--- config.mk ---
export PLATFORM = sky130hd
export DESIGN_NAME = a2d_scan_intf
export DESIGN_NICKNAME = d
export VERILOG_FILES = /design/src/rtl/a2d_pkg.sv /design/src/rtl/a2d_spi_frame.sv /design/src/rtl/a2d_scan_intf.sv
export SDC_FILE = /design/constraint.sdc
export NUM_CORES = 1
export LEC_CHECK = 0
export ABC_AREA = 1
export BUFFER_PORTS_ARGS = -buffer_cell sky130_fd_sc_hd__buf_4
export CORE_AREA = 5 5 93 95
export CTS_CLUSTER_DIAMETER = 100
export DETAILED_ROUTE_END_ITERATION = 10
export DIE_AREA = 0 0 98 100
export PLACE_DENSITY = 0.66
export RECOVER_POWER = 50
export SYNTH_ARGS = -nofsm -noshare
export SYNTH_HDL_FRONTEND = slang
export SYNTH_SLANG_ARGS = --single-unit
--- constraint.sdc ---
create_clock -name clk -period 5.5 [get_ports clk]
set_input_delay 0.825 -clock clk [delete_from_list [all_inputs] [get_ports clk]]
set_output_delay 0.825 -clock clk [all_outputs]
set_load 0.01 [all_outputs]
--- src/rtl/a2d_pkg.sv ---
// a2d_pkg: shared types, widths and helpers for the scanning A2D interface.
//   ADC_W   - result width of the ADC128S-class converter
//   FRAME_W - SPI frame length in bits
//   MAX_CH  - largest supported number of logical channels
//   a2d_state_t  - scan FSM states
//   ch_map_entry - pull the 3-bit physical channel for a logical index
//   iir_step     - one update of the 4:1 averaging filter (used with A2D_AVG_EN)
package a2d_pkg;

    localparam int unsigned ADC_W   = 12;
    localparam int unsigned FRAME_W = 16;
    localparam int unsigned MAX_CH  = 8;

    typedef enum logic [2:0] {
        IDLE,
        TX1,
        GAP,
        TX2,
        DONE
    } a2d_state_t;

    function automatic logic [2:0] ch_map_entry(input logic [3*MAX_CH-1:0] map,
                                                input logic [2:0]          idx);
        logic [2:0] ent;
        ent = 3'd0;
        for (int k = 0; k < MAX_CH; k++) begin
            if (idx == 3'(k)) begin
                ent = map[3*k +: 3];
            end
        end
        return ent;
    endfunction

    // res + ((new - res) >>> 2) in signed 14-bit; the shift floors toward -inf.
    function automatic logic [ADC_W-1:0] iir_step(input logic [ADC_W-1:0] old_val,
                                                  input logic [ADC_W-1:0] new_val);
        logic signed [ADC_W+1:0] diff;
        logic signed [ADC_W+1:0] sum;
        diff = $signed({2'b00, new_val}) - $signed({2'b00, old_val});
        sum  = $signed({2'b00, old_val}) + (diff >>> 2);
        return sum[ADC_W-1:0];
    endfunction

endpackage

--- src/rtl/a2d_spi_frame.sv ---
// a2d_spi_frame: one 16-bit SPI master frame to the ADC.
// The frame is 34 half-periods of SCLK_DIV/2 clks each: half 0 is setup, halves 1..32
// form 16 SCLK periods (odd half = SCLK low, even half = SCLK high), half 33 is hold.
// Ports:
//   clk, rst      - clock, synchronous active-high reset
//   start         - pulse: begin a frame on the next edge (SS_n drops on that edge)
//   tx_word       - word shifted out MSB first, MOSI changes on SCLK fall
//   miso          - ADC data, sampled on SCLK rise
//   ss_n/sclk/mosi- registered SPI outputs (idle 1/1/0)
//   rx_data       - last 12 sampled bits (low 12 of the received frame)
//   frame_done    - high during the final SS_n-low clock of a frame
module a2d_spi_frame
    import a2d_pkg::*;
#(
    parameter int unsigned SCLK_DIV = 32
) (
    input  logic               clk,
    input  logic               rst,
    input  logic               start,
    input  logic [FRAME_W-1:0] tx_word,
    input  logic               miso,
    output logic               ss_n,
    output logic               sclk,
    output logic               mosi,
    output logic [ADC_W-1:0]   rx_data,
    output logic               frame_done
);

    localparam int unsigned HALF     = SCLK_DIV / 2;
    localparam int unsigned HC_W     = (HALF > 1) ? $clog2(HALF) : 1;
    localparam int unsigned LAST_HALF = 2 * FRAME_W + 1;

    logic               active;
    logic [HC_W-1:0]    hc;
    logic [5:0]         half;
    logic [5:0]         half_nxt;
    logic               half_end;
    logic [FRAME_W-1:0] tx_sh;
    logic [ADC_W-1:0]   rx_sh;

    assign half_end   = (hc == HC_W'(HALF - 1));
    assign half_nxt   = half + 6'd1;
    assign frame_done = active && half_end && (half == 6'(LAST_HALF));
    assign rx_data    = rx_sh;

    always_ff @(posedge clk) begin
        if (rst) begin
            active <= 1'b0;
            hc     <= '0;
            half   <= '0;
            tx_sh  <= '0;
            rx_sh  <= '0;
            ss_n   <= 1'b1;
            sclk   <= 1'b1;
            mosi   <= 1'b0;
        end else if (start) begin
            active <= 1'b1;
            hc     <= '0;
            half   <= '0;
            tx_sh  <= tx_word;
            ss_n   <= 1'b0;
            sclk   <= 1'b1;
            mosi   <= 1'b0;
        end else if (active) begin
            if (!half_end) begin
                hc <= hc + 1'b1;
            end else begin
                hc <= '0;
                if (frame_done) begin
                    active <= 1'b0;
                    ss_n   <= 1'b1;
                    mosi   <= 1'b0;
                end else begin
                    half <= half_nxt;
                    if (half_nxt == 6'(LAST_HALF)) begin
                        // entering hold: SCLK already high, nothing changes
                    end else if (half_nxt[0]) begin
                        sclk  <= 1'b0;
                        mosi  <= tx_sh[FRAME_W-1];
                        tx_sh <= {tx_sh[FRAME_W-2:0], 1'b0};
                    end else begin
                        sclk  <= 1'b1;
                        rx_sh <= {rx_sh[ADC_W-2:0], miso};
                    end
                end
            end
        end
    end

endmodule

--- src/rtl/a2d_scan_intf.sv ---
// a2d_scan_intf: scanning SPI interface to an ADC128S-class 8-channel 12-bit converter.
// Each conversion runs two frames: TX1 addresses the channel (its data is discarded),
// a 2-clk SS_n-high gap, then TX2 returns the conversion, stored in res slot idx.
// Optional build macro A2D_AVG_EN turns each slot into a 4:1 IIR filter; the first
// sample after reset loads raw.
// Ports:
//   clk, rst   - clock, synchronous active-high reset
//   nxt        - pulse: convert the next logical channel (ignored while busy)
//   auto_en    - continuous round-robin scan
//   MISO       - ADC serial data
//   SS_n, SCLK, MOSI - SPI master outputs
//   busy       - conversion in progress (through DONE)
//   cnv_cmplt  - one-cycle pulse when a result has been written
//   cnv_ch     - logical index of the last completed channel
//   res        - packed results, logical i at [12i+11:12i]
module a2d_scan_intf
    import a2d_pkg::*;
#(
    parameter int unsigned NUM_CH   = 3,
    parameter int unsigned SCLK_DIV = 32,
    parameter logic [23:0] CH_MAP   = 24'h000160
) (
    input  logic                    clk,
    input  logic                    rst,
    input  logic                    nxt,
    input  logic                    auto_en,
    input  logic                    MISO,
    output logic                    SS_n,
    output logic                    SCLK,
    output logic                    MOSI,
    output logic                    busy,
    output logic                    cnv_cmplt,
    output logic [2:0]              cnv_ch,
    output logic [NUM_CH*ADC_W-1:0] res
);

    localparam logic [2:0] LAST_IDX = 3'(NUM_CH - 1);

    a2d_state_t         state;
    logic [2:0]         idx;
    logic               gap_cnt;
    logic               start_tx;
    logic               frame_done;
    logic               wr_en;
    logic [ADC_W-1:0]   rx_data;
    logic [FRAME_W-1:0] tx_word;
    logic [ADC_W-1:0]   slot [NUM_CH];

    assign tx_word  = {2'b00, ch_map_entry(CH_MAP, idx), 11'h000};
    // GAP holds for two clks; the second one launches TX2 so SS_n is high exactly 2 clks.
    assign start_tx = ((state == IDLE) && (nxt || auto_en)) || ((state == GAP) && gap_cnt);
    assign wr_en    = (state == TX2) && frame_done;

    a2d_spi_frame #(
        .SCLK_DIV (SCLK_DIV)
    ) u_frame (
        .clk        (clk),
        .rst        (rst),
        .start      (start_tx),
        .tx_word    (tx_word),
        .miso       (MISO),
        .ss_n       (SS_n),
        .sclk       (SCLK),
        .mosi       (MOSI),
        .rx_data    (rx_data),
        .frame_done (frame_done)
    );

    always_ff @(posedge clk) begin
        if (rst) begin
            state     <= IDLE;
            idx       <= 3'd0;
            gap_cnt   <= 1'b0;
            busy      <= 1'b0;
            cnv_cmplt <= 1'b0;
            cnv_ch    <= 3'd0;
        end else begin
            cnv_cmplt <= 1'b0;
            unique case (state)
                IDLE: begin
                    if (nxt || auto_en) begin
                        state <= TX1;
                        busy  <= 1'b1;
                    end
                end
                TX1: begin
                    if (frame_done) begin
                        state   <= GAP;
                        gap_cnt <= 1'b0;
                    end
                end
                GAP: begin
                    if (gap_cnt) begin
                        state <= TX2;
                    end else begin
                        gap_cnt <= 1'b1;
                    end
                end
                TX2: begin
                    if (frame_done) begin
                        state     <= DONE;
                        cnv_cmplt <= 1'b1;
                        cnv_ch    <= idx;
                        idx       <= (idx == LAST_IDX) ? 3'd0 : idx + 3'd1;
                    end
                end
                DONE: begin
                    state <= IDLE;
                    busy  <= 1'b0;
                end
                default: begin
                    state <= IDLE;
                end
            endcase
        end
    end

`ifdef A2D_AVG_EN
    logic [NUM_CH-1:0] primed;

    always_ff @(posedge clk) begin
        if (rst) begin
            primed <= '0;
            for (int k = 0; k < NUM_CH; k++) begin
                slot[k] <= '0;
            end
        end else if (wr_en) begin
            for (int k = 0; k < NUM_CH; k++) begin
                if (idx == 3'(k)) begin
                    slot[k]   <= primed[k] ? iir_step(slot[k], rx_data) : rx_data;
                    primed[k] <= 1'b1;
                end
            end
        end
    end
`else
    always_ff @(posedge clk) begin
        if (rst) begin
            for (int k = 0; k < NUM_CH; k++) begin
                slot[k] <= '0;
            end
        end else if (wr_en) begin
            for (int k = 0; k < NUM_CH; k++) begin
                if (idx == 3'(k)) begin
                    slot[k] <= rx_data;
                end
            end
        end
    end
`endif

    for (genvar g = 0; g < NUM_CH; g++) begin : g_res
        assign res[g*ADC_W +: ADC_W] = slot[g];
    end

endmodule

======== Yosys cells after proc, flatten, opt, wreduce, memory -nomap -nowiden ========
Memories as Yosys holds them, arrays and structs flattened.
Cells that the tools add are included.
cells by class
  $add $sub $neg .......................... 3
  eq/ne operators ......................... 21
  mux-type cells .......................... 54
  bitwise operators ....................... 8
  reductions and logical operators ........ 29
operator list
  cell                                                 number
  two-way mux 14 bit                                   6
  two-way mux 12 bit                                   3
  two-way mux 3 bit                                    12
  two-way mux 1 bit                                    29
  equality test 3 bit, second input constant           5
  nonzero test 2 bit                                   7
  equality test 3 x 2 -> 1 bit, second input constant  4
  equality test 6 bit, second input constant           2
  != test 2 bit, second input constant                 6
  one-hot mux 3 bit (4 select lines)                   1
  AND reduction 4 bit                                  3
  AND reduction 5 bit                                  2
  adder 6 x 1 -> 6 bit, second input constant          1
  equality test 3 x 1 -> 1 bit, second input constant  2
  zero test 3 bit                                      2
  AND reduction 2 bit                                  3
  AND reduction 3 bit                                  2
  AND reduction 6 bit                                  1
  logical AND 1 bit                                    5
  NOT 1 bit                                            5
  adder 4 x 1 -> 4 bit, second input constant          1
  equality test 4 bit, second input constant           1
  two-way mux 4 bit                                    1
  one-hot mux 1 bit (2 select lines)                   2
  5 further kinds                                      9
word-level totals
  bits in registers ....................... 43
  memory bits (writable) .................. 36
  input port bits ......................... 5
  output and inout bits ................... 44
  logic and storage cells ................. 131
  memories ................................ 1
memory list
  memory  words  bits a word  rd ports  clocked after memory_dff  wr ports  RTL line             text
  slot    3      12           3         0                         3         a2d_scan_intf.sv:47  logic [ADC_W-1:0] slot [NUM_CH];

======== Logic depth before layout (Yosys ltp) ========
Gate-level depths: netlist of run 1.
  word-level depth ........................ 9
  depth in mapped cells ................... 11
  mapped depth without buffers ............ 10

======== Modules after synthesis ========
Synthesis of run 1 repeated with hierarchy kept, for this count alone.
second synthesis, totals
  cells, all modules ...................... 452
  area, all modules ....................... 3990.1 µm²
by module, submodules not included
  module         times used  cells an instance  area each (µm²)  sequential area each (µm²)
  a2d_spi_frame  1           303                2175.8           840.8
  a2d_scan_intf  1           149                1814.2           1321.3

======== Worst setup path before layout of run 1 ========
OpenSTA, ideal clock, no wires.
  path type ............................... register -> register
  from .................................... register u_frame.hc[0]
  to ...................................... memory slot[0][0], enable pin
  arrival time ............................ 2.041 ns
  data required time ...................... 5.102 ns
  slack ................................... 3.062 ns
  cell stages (with the launch flop) ...... 8
  buffers on the path ..................... 0
  cells stage by stage .................... dfxtp_1 ha_1 nand3_2 nor2_4 inv_2 nor2_8 nand3_1 o21ai_0
RTL lines
  element                   RTL line             text
  start: declaration        a2d_spi_frame.sv:34  logic [HC_W-1:0] hc;
  start signal: assignment  a2d_spi_frame.sv:66  hc <= hc + 1'b1;
  end: declaration          a2d_scan_intf.sv:47

==> results of run 1 <==
-- power breakdown --
group | switching [uW] | internal, uW
clock | 225 | 218
sequential | 20.3 | 643
combinational | 80.7 | 36.2
-- sequential cells by signal, indices dropped and copies added (netlist names) --
signal and flops:
u_frame.rx_data 12, gap_cnt 1, u_frame.hc 4, u_frame.half 6, busy 1, cnv_ch 3, u_frame.active 1, slot 36
u_frame.ss_n 1, u_frame.sclk 1, state 3, idx 3, u_frame.mosi 1, u_frame.tx_sh 5, cnv_cmplt 1
-- path summary, 6_finish.rpt --
check / slack, ns / to / depth (start not counted) / start
max: 2.22 / slot[0][27] / 7 / u_frame.hc[0]
min: 0.45 / cnv_ch[2] / 2 / cnv_ch[2]
max reg2reg: 2.22 / slot[0][27] / 7 / u_frame.hc[0]
min reg2reg: 0.45 / cnv_ch[2] / 2 / cnv_ch[2]
-- logic make-up (layout without fill, tap and decap cells) --
kind of cell    count (synthesis)  count (layout)  synth area share (%)
fa+ha+maj                       6               6                 2.269
compound gates                 43              43                 7.262
buf+inv                        47             104                 6.656
simple gates                  157             157                 24.85
flops                          79              79                 58.70
xor+xnor                        1               1                0.2648
-- per-layer routing --
metal	part of all wire [%]	vias to the layer above	track usage, %
li1	-	1190	-
met4	1.7	0	4.473
met5	0	-	0
met3	6.2	10	5.490
met1	44	1035	14.32
met2	48	59	21.94
-- area by class of cell --
class	count	area (sq um)
Fill cell	768	3960
Sequential cell	79	1942
Multi-Input combinational cell	207	1065
Timing Repair Buffer	48	195.2
Inverter	40	150.1
Tap cell	102	127.6
Clock buffer	9	123.9
Clock inverter	7	83.83
-- worst reg2reg max path: stages (launching register included) --
cell and delay (ns):
dfxtp_1 0.38, ha_1 0.21, nand3_1 0.11, nor2_1 0.17
clkinv_1 0.13, nor2_1 0.42, nand2_1 0.41, o21ai_1 1.04
-- layout by cell type (no fill, tap or decap), types with 2 or more instances in the layout --
cell type | synthesis | final
clkbuf_1 | 1 | 44
inv_1 | 34 | 36
nor2_2 | 4 | 3
ha_1 | 6 | 6
nor3_1 | 2 | 2
nand2_1 | 64 | 67
a211oi_1 | 4 | 4
dfxtp_1 | 43 | 43
inv_6 | 0 | 3
nor2_1 | 47 | 51
o21ai_1 | 0 | 3
nand4_1 | 4 | 4
clkinv_1 | 1 | 2
clkbuf_8 | 0 | 9
inv_2 | 5 | 2
nor2_4 | 10 | 8
o21ai_0 | 12 | 10
edfxtp_1 | 36 | 36
nand3_1 | 14 | 16
a21oi_1 | 21 | 21
buf_4 | 1 | 3
-- metrics by stage --
stage / worst slack (ns) / area, sq um / power [uW]
2_1_floorplan: 3.062 / 3308 / 763.4
5_1_grt: 1.834 / 3687 / 1287
4_1_cts: 2.814 / 3934 / 1258
6_report: 2.221 / 3687 / 1223
3_3_place_gp: 2.805 / 3726 / 811.6
3_5_place_dp: 2.784 / 3726 / 813.6
==> metrics.txt, run 1 <==
Synth top area share=32.68%; WL/cell=11.96 microns; GRT Util Overall=12.81%; row cnt=32; IO Pins=49; remaining routing DRC violations=0; max-slew violation count=0; most frequent cell after synthesis=nand2_1; post-cts sizing count=0; HP Class=register to register; syn avg cell area=9.934 sq um; outcome=finished, final reports clean; final cell count without fillers=492; Area growth syn-to-layout=11.46%; die area=9800 sq um; post-route ant nets=0; RSZ-0062 raised after global routing=no; fin nets=396; vias=2294; CP Data Arrival Time=3.24 ns; endpoints failing hold=0; cts bufs inserted=9; sequential area share after synthesis=58.70%; Clock Sinks=79; post-synth net total=344; die width=98 microns; Placer Congestion=0.8655; CTS clk-pin slew, worst paths=0.09 ns; Ys Warns=0; antenna violations before repair=0; clk buf depth=2; H-tree levels=3; GRT overflow=0; f_max=305.0 MHz; crit-path most repeated cell=nor2_1; Port Buffers=48; Placeable Area=7647 sq um; commonest cells in the netlist=nand2_1 (64), nor2_1 (47), dfxtp_1 (43); initial DRC count=93; number of vias per cell=4.663; Final Setup Violations=0; async set-reset flop share out of synthesis=0%; Worst EP required=5.46 ns; Top delay family on crit path=simple AND/OR/NAND/NOR gates; CTS tree=done; Cells after Synth=333; ANT cells=0; worst hold slack=0.4463 ns; CP max stage cell=o21ai_1; final core area utilization=48.22%; #FFs+latches synth=79; largest net degree at the start of global routing=25; VDD IR max=0.1839 mV; Clk Latency, worst-skew pair=0.35 ns; Post-synth EDFFs=36; synth top area cells=edfxtp_1 (33%), dfxtp_1 (26%), nand2_1 (7.3%); Crit. End Element=register; Crit Path Max Fanout=12; Chip Height=100 microns; Worst setup SP type=register; Final Critical Period=3.279 ns; number of max-cap violations=0; number of global-route vias before repair=2259; # hold bufs at CTS=0; library cells used by synthesis=38; P per Cell Area=331.8 nW/um^2; placed cell count=476; Most used DFF post-synth=dfxtp_1; Initial DRT Pass Iterations=4; setup bufs post-CTS=0; CP Class=register to register; crit share post-route=59.62%; largest area contributor in the synthesized netlist=edfxtp_1; Leak=0.001407 uW; dpl hpwl=4.148 mm; critical path, cell by cell=ha_1, nand3_1, nor2_1, clkinv_1, nor2_1, nand2_1, o21ai_1; Post-Synthesis Cell Area=3308 sq um; Worst-Margin Slew=1.207 ns; root buf cell=clkbuf_8; Critical Path Max Stage Delay=1.04 ns; CP Buf/Inv Count=1; setup tns final=0 ns; worst-case clock skew=0.008574 ns; final WL=5.883 mm; first-pass GRT wire length=10.17 mm; relative slew slack=18.98%; starting density of the core=43.26%; layout cell share with drive strength beyond 1=9.487%
(Power assumes the default switching activity.)
==> run 2, diff against run 1 <==
Settings changed: PLACE_DENSITY 0.66 to 0.69.
Clock period 5.5 ns to 2.7 ns, I/O delays scaled along.
==> run 2 against run 1 <==
Effect of this change:
- clock-buffer cell count unchanged
- hold slack got worse by 0.14 ns
- critical path type unchanged
- routed wire length decreased by 1.1%
- die area unchanged
- sequential power increased by 100%
- global-route usage decreased by 0.20 points
- setup slack got worse by 1.7 ns
- largest cell class unchanged
- fmax increased by 49%
- clock power increased by 140%
- critical path depth increased by 1
==> metrics.txt, run 2 (same netlist as run 1, synthesis figures left out) <==
Clk Latency, worst-skew pair=0.34 ns; number of global-route vias before repair=2175; CP Data Arrival Time=2.23 ns; f_max=455.2 MHz; clk buf depth=2; Final Setup Violations=0; Top delay family on crit path=simple AND/OR/NAND/NOR gates; crit share post-route=81.37%; commonest cells after routing, fill and taps aside=nand2_1 (65), nor2_1 (49), clkbuf_1 (44); vias=2319; worst-case clock skew=0.008462 ns; largest net degree at the start of global routing=25; antenna violations before repair=0; row cnt=32; initial DRC count=64; post-cts sizing count=0; ANT cells=0; max-slew violation count=0; dpl hpwl=4.157 mm; VDD IR max=0.2949 mV; Largest Register=slot; die area=9800 sq um; Leak=0.001476 uW; Worst-Margin Slew=0.5925 ns; R2R depth=8; area of the multi-input gates=1111 sq um; number of flip-flops under the largest register name=36; number of vias per cell=4.675; die width=98 microns; remaining routing DRC violations=0; number of max-cap violations=0; Area growth syn-to-layout=14.86%; Port Buffers=48; relative slew slack=60.08%; Reg area=1942 sq um; IO Pins=49; H-tree levels=3; R2R setup slack=0.50 ns; CP Buf/Inv Count=2; worst hold slack=0.3025 ns; setup bufs post-CTS=0; critical path, cell by cell=ha_1, nand3_1, nor2_4, inv_2, nor2_8, nand2_1, o21ai_1, buf_4; worst flop-to-flop path endpoint=slot[0][25]; root buf cell=clkbuf_8; Initial DRT Pass Iterations=4; cts bufs inserted=9; Clock Sinks=79; WL/cell=11.73 microns; reg-to-reg startpoint=u_frame.hc[0]; Placeable Area=7647 sq um; crit path from=u_frame.hc[0]; CTS tree=done; P per Cell Area=695.0 nW/um^2; Critical Path Max Stage Delay=0.39 ns; CP max stage cell=dfxtp_1; Final Critical Period=2.197 ns; Placer Congestion=0.8720; CP Class=register to register; fill count=761; GRT overflow=0; first-pass GRT wire length=9.956 mm; commonest non-fill, non-tap cell in the layout=nand2_1; layout cell share with drive strength beyond 1=11.93%; starting density of the core=43.26%; WP depth=8; endpoints failing hold=0; Chip Height=100 microns; fin nets=400; outcome=finished, final reports clean; Crit Path Max Fanout=12; # hold bufs at CTS=0; Crit. End Element=register; Worst Setup EP=slot[0][25]; final WL=5.820 mm; HP Class=input pin to register; GRT Util Overall=12.61%; post-route ant nets=0; Worst EP required=2.74 ns; CTS clk-pin slew, worst paths=0.08 ns; RSZ-0062 raised after global routing=no; Worst setup SP type=register; setup tns final=0 ns
[run 2: cell types whose count changed in the layout (fill, tap and decap cells not counted), sizes merged]
| cell | delta |
|---|---|
| clkinvlp | -1 |
| clkbuf | -1 |
| buf | +5 |
| inv | -2 |
| clkinv | +1 |
| bufinv | +2 |
[run 2: worst min path at each step]
stage / slack, ns / to / cells after the start / from
after global routing: 0.30 / u_frame.rx_data[0] / 3 / MISO
final: 0.30 / u_frame.rx_data[0] / 3 / MISO
after detailed placement: 0.44 / cnv_ch[2] / 2 / cnv_ch[2]
after CTS: 0.29 / u_frame.rx_data[0] / 3 / MISO
after floorplan: 0.44 / u_frame.tx_sh[14] / 2 / u_frame.tx_sh[14]
after global placement: 0.45 / u_frame.mosi / 2 / u_frame.mosi
[run 2: final cells by class]
class | instances | share of cell area (%)
clock buffer | 9 | 3.260
clock inverter | 7 | 3.161
inverter | 40 | 3.951
multi-input combinational | 207 | 29.24
sequential | 79 | 51.10
tap | 102 | 3.359
timing repair buffer | 52 | 5.927
[run 2: worst register-to-register path: cells and delay by family, from the launching register on]
kind	cells	cell delay [ns]
AOI/OAI and AO/OA	1	0.22
adders and majority gates	1	0.22
buffers and inverters	2	0.32
DFF	1	0.39
and+or+nand+nor	4	0.73
[run 2: through the flow]
step / power (uW) / std cells / utilization [%] / instance area (sq um) / setup WS (ns)
2_1_floorplan: 1555 / 333 / - / 3308 / 0.2618
5_1_grt: 2766 / 496 / 49.69 / 3800 / 0.3446
3_5_place_dp: 1661 / 480 / 49.12 / 3756 / 0.7552
6_report: 2641 / 496 / 49.69 / 3800 / 0.5030
4_1_cts: 2704 / 496 / 52.31 / 4000 / 0.7294
3_3_place_gp: 1656 / 480 / 49.12 / 3756 / 0.8151
[run 2: routing by layer]
layer | global-route usage [%] | up-vias | routed length [microns]
met5 | 0 | - | 0
met3 | 3.753 | 9 | 290
li1 | - | 1197 | -
met4 | 5.218 | 0 | 80
met2 | 21.10 | 55 | 2717
met1 | 15.23 | 1058 | 2732
[run 2: power by group]
group | internal [uW] | switching (uW) | leakage (uW) | total [uW]
Combinational | 77.9 | 168 | 0.000665 | 246
Clock | 617 | 428 | 0.000121 | 1050
Sequential | 1310 | 40.3 | 0.000690 | 1350
==> run 3, diff against run 2 <==
Clock period 2.7 ns to 2 ns, I/O delays scaled along.
==> run 3 against run 2 <==
Effect of this change:
- sequential share of layout area decreased by 0.68 points
- setup slack lost 0.35 ns
- final cell count rose by 0.60%
- critical endpoint is now slot[0][22]
- highest routed layer unchanged
- hold slack got worse by 0.11 ns
- largest power group unchanged
- critical path depth is the same
- clock-buffer cell count is 1 higher
- critical path type unchanged
==> metrics.txt, run 3 (same netlist as run 1, synthesis figures left out) <==
setup bufs post-CTS=0; dpl hpwl=4.119 mm; Clk Latency, worst-skew pair=0.35 ns; Seq pwr share=52.6%; die area=9800 sq um; remaining routing DRC violations=0; setup tns final=0 ns; reg-to-reg startpoint=u_frame.hc[1]; number of vias per cell=4.611; CP Class=register to register; initial DRC count=63; Design Area, Final=3854 sq um; first-pass GRT wire length=9.660 mm; largest net degree at the start of global routing=25; Final Critical Period=1.844 ns; switching share of power=24.76%; Crit. End Element=register; final WL=5.727 mm; # hold bufs at CTS=0; number of global-route vias before repair=2205; P per Cell Area=895.4 nW/um^2; fin nets=403; Int Pwr=2596 uW; row cnt=32; commonest cells after routing, fill and taps aside=nand2_1 (64), nor2_1 (49), clkbuf_1 (45); layout cell share with drive strength beyond 1=14.36%; IO Pins=49; Placer Congestion=0.8715; GRT Util Overall=12.32%; Chip Height=100 microns; HP Class=input pin to register; die width=98 microns; Worst EP required=2.06 ns; H-tree levels=3; CTS clk-pin slew, worst paths=0.08 ns; post-route ant nets=0; number of flip-flops under the largest register name=36; final core area utilization=50.39%; endpoints failing hold=0; Area growth syn-to-layout=16.49%; number of max-cap violations=0; pre-CTS setup slack=0.08881 ns; CTS tree=done; Net Switching=854.4 uW; CP Data Arrival Time=1.91 ns; outcome=finished, final reports clean; starting density of the core=43.26%; worst min-delay path startpoint=MISO; root buf cell=clkbuf_8; ANT cells=0; Crit Path Max Fanout=8; placed inst area=3787 sq um; Worst setup SP type=register; WL/cell=11.48 microns; VDD IR max=0.4540 mV; relative slew slack=64.54%; Largest Register=slot; commonest non-fill, non-tap cell in the layout=nand2_1; Worst-Margin Slew=0.5283 ns; fin worst setup slack=0.1560 ns; RSZ-0062 raised after global routing=no; fill count=750; Clock Sinks=79; Port Buffers=48; Leak=0.001481 uW; max-slew violation count=0; crit path from=u_frame.hc[1]; Placeable Area=7647 sq um; crit share post-route=92.20%; final cell count without fillers=499; Clk pwr share=37.0%; Final Setup Violations=0; placed cell count=482; vias=2301; Gate power share=10.4%; post-cts sizing count=0; cts bufs inserted=9; Initial DRT Pass Iterations=4; GRT overflow=0; clk buf depth=2; antenna violations before repair=0; f_max=542.3 MHz; worst-case clock skew=0.01011 ns
run 3: power groups by stage:
stage                     sequential (uW)  clock, uW  combinational (uW)
after global placement               1850          0                 396
after global routing                 1830       1400                 412
final                                1820       1280                 360
after detailed placement             1850          0                 403
after floorplan                      1870          0                 230
after CTS                            1820       1320                 403
run 3: critical path, cell delays in order (launching register included):
cell	delay (ns)
dfxtp_1	0.36
ha_2	0.21
nand3_2	0.11
nor2_4	0.12
inv_2	0.08
nor2_8	0.17
nand3_2	0.14
o21ai_4	0.20
buf_4	0.19
run 3: worst paths after layout:
path                             end  slack (ns)  cells past startpoint
setup / recovery         slot[0][22]        0.16                      8
hold / removal    u_frame.rx_data[0]        0.19                      3
setup reg to reg         slot[0][22]        0.16                      8
hold reg to reg            cnv_ch[2]        0.45                      2
run 3: per-stage QoR:
step | hold slack (ns) | power (uW)
floorplan | 0.3770 | 2100
global placement | 0.4434 | 2248
detailed placement | 0.4485 | 2255
CTS | 0.1724 | 3541
global route | 0.1867 | 3643
finish | 0.1904 | 3450
run 3: final cells by class:
| type | instances | area, sq um | area share, % |
|---|---|---|---|
| clock buffer | 10 | 127.6 | 3.312 |
| clock inverter | 6 | 92.59 | 2.403 |
| inverter | 40 | 150.1 | 3.896 |
| multi-input combinational | 207 | 1145 | 29.71 |
| sequential | 79 | 1943 | 50.42 |
| tap | 102 | 127.6 | 3.312 |
| timing repair buffer | 55 | 267.8 | 6.948 |
run 3: metal layers:
layer	GRT usage [%]	up-vias	part of all wire, %
li1	-	1212	-
met1	13.60	1026	44
met2	20.84	53	47
met3	5.837	10	6.6
met4	4.366	0	1.6
met5	0	-	0
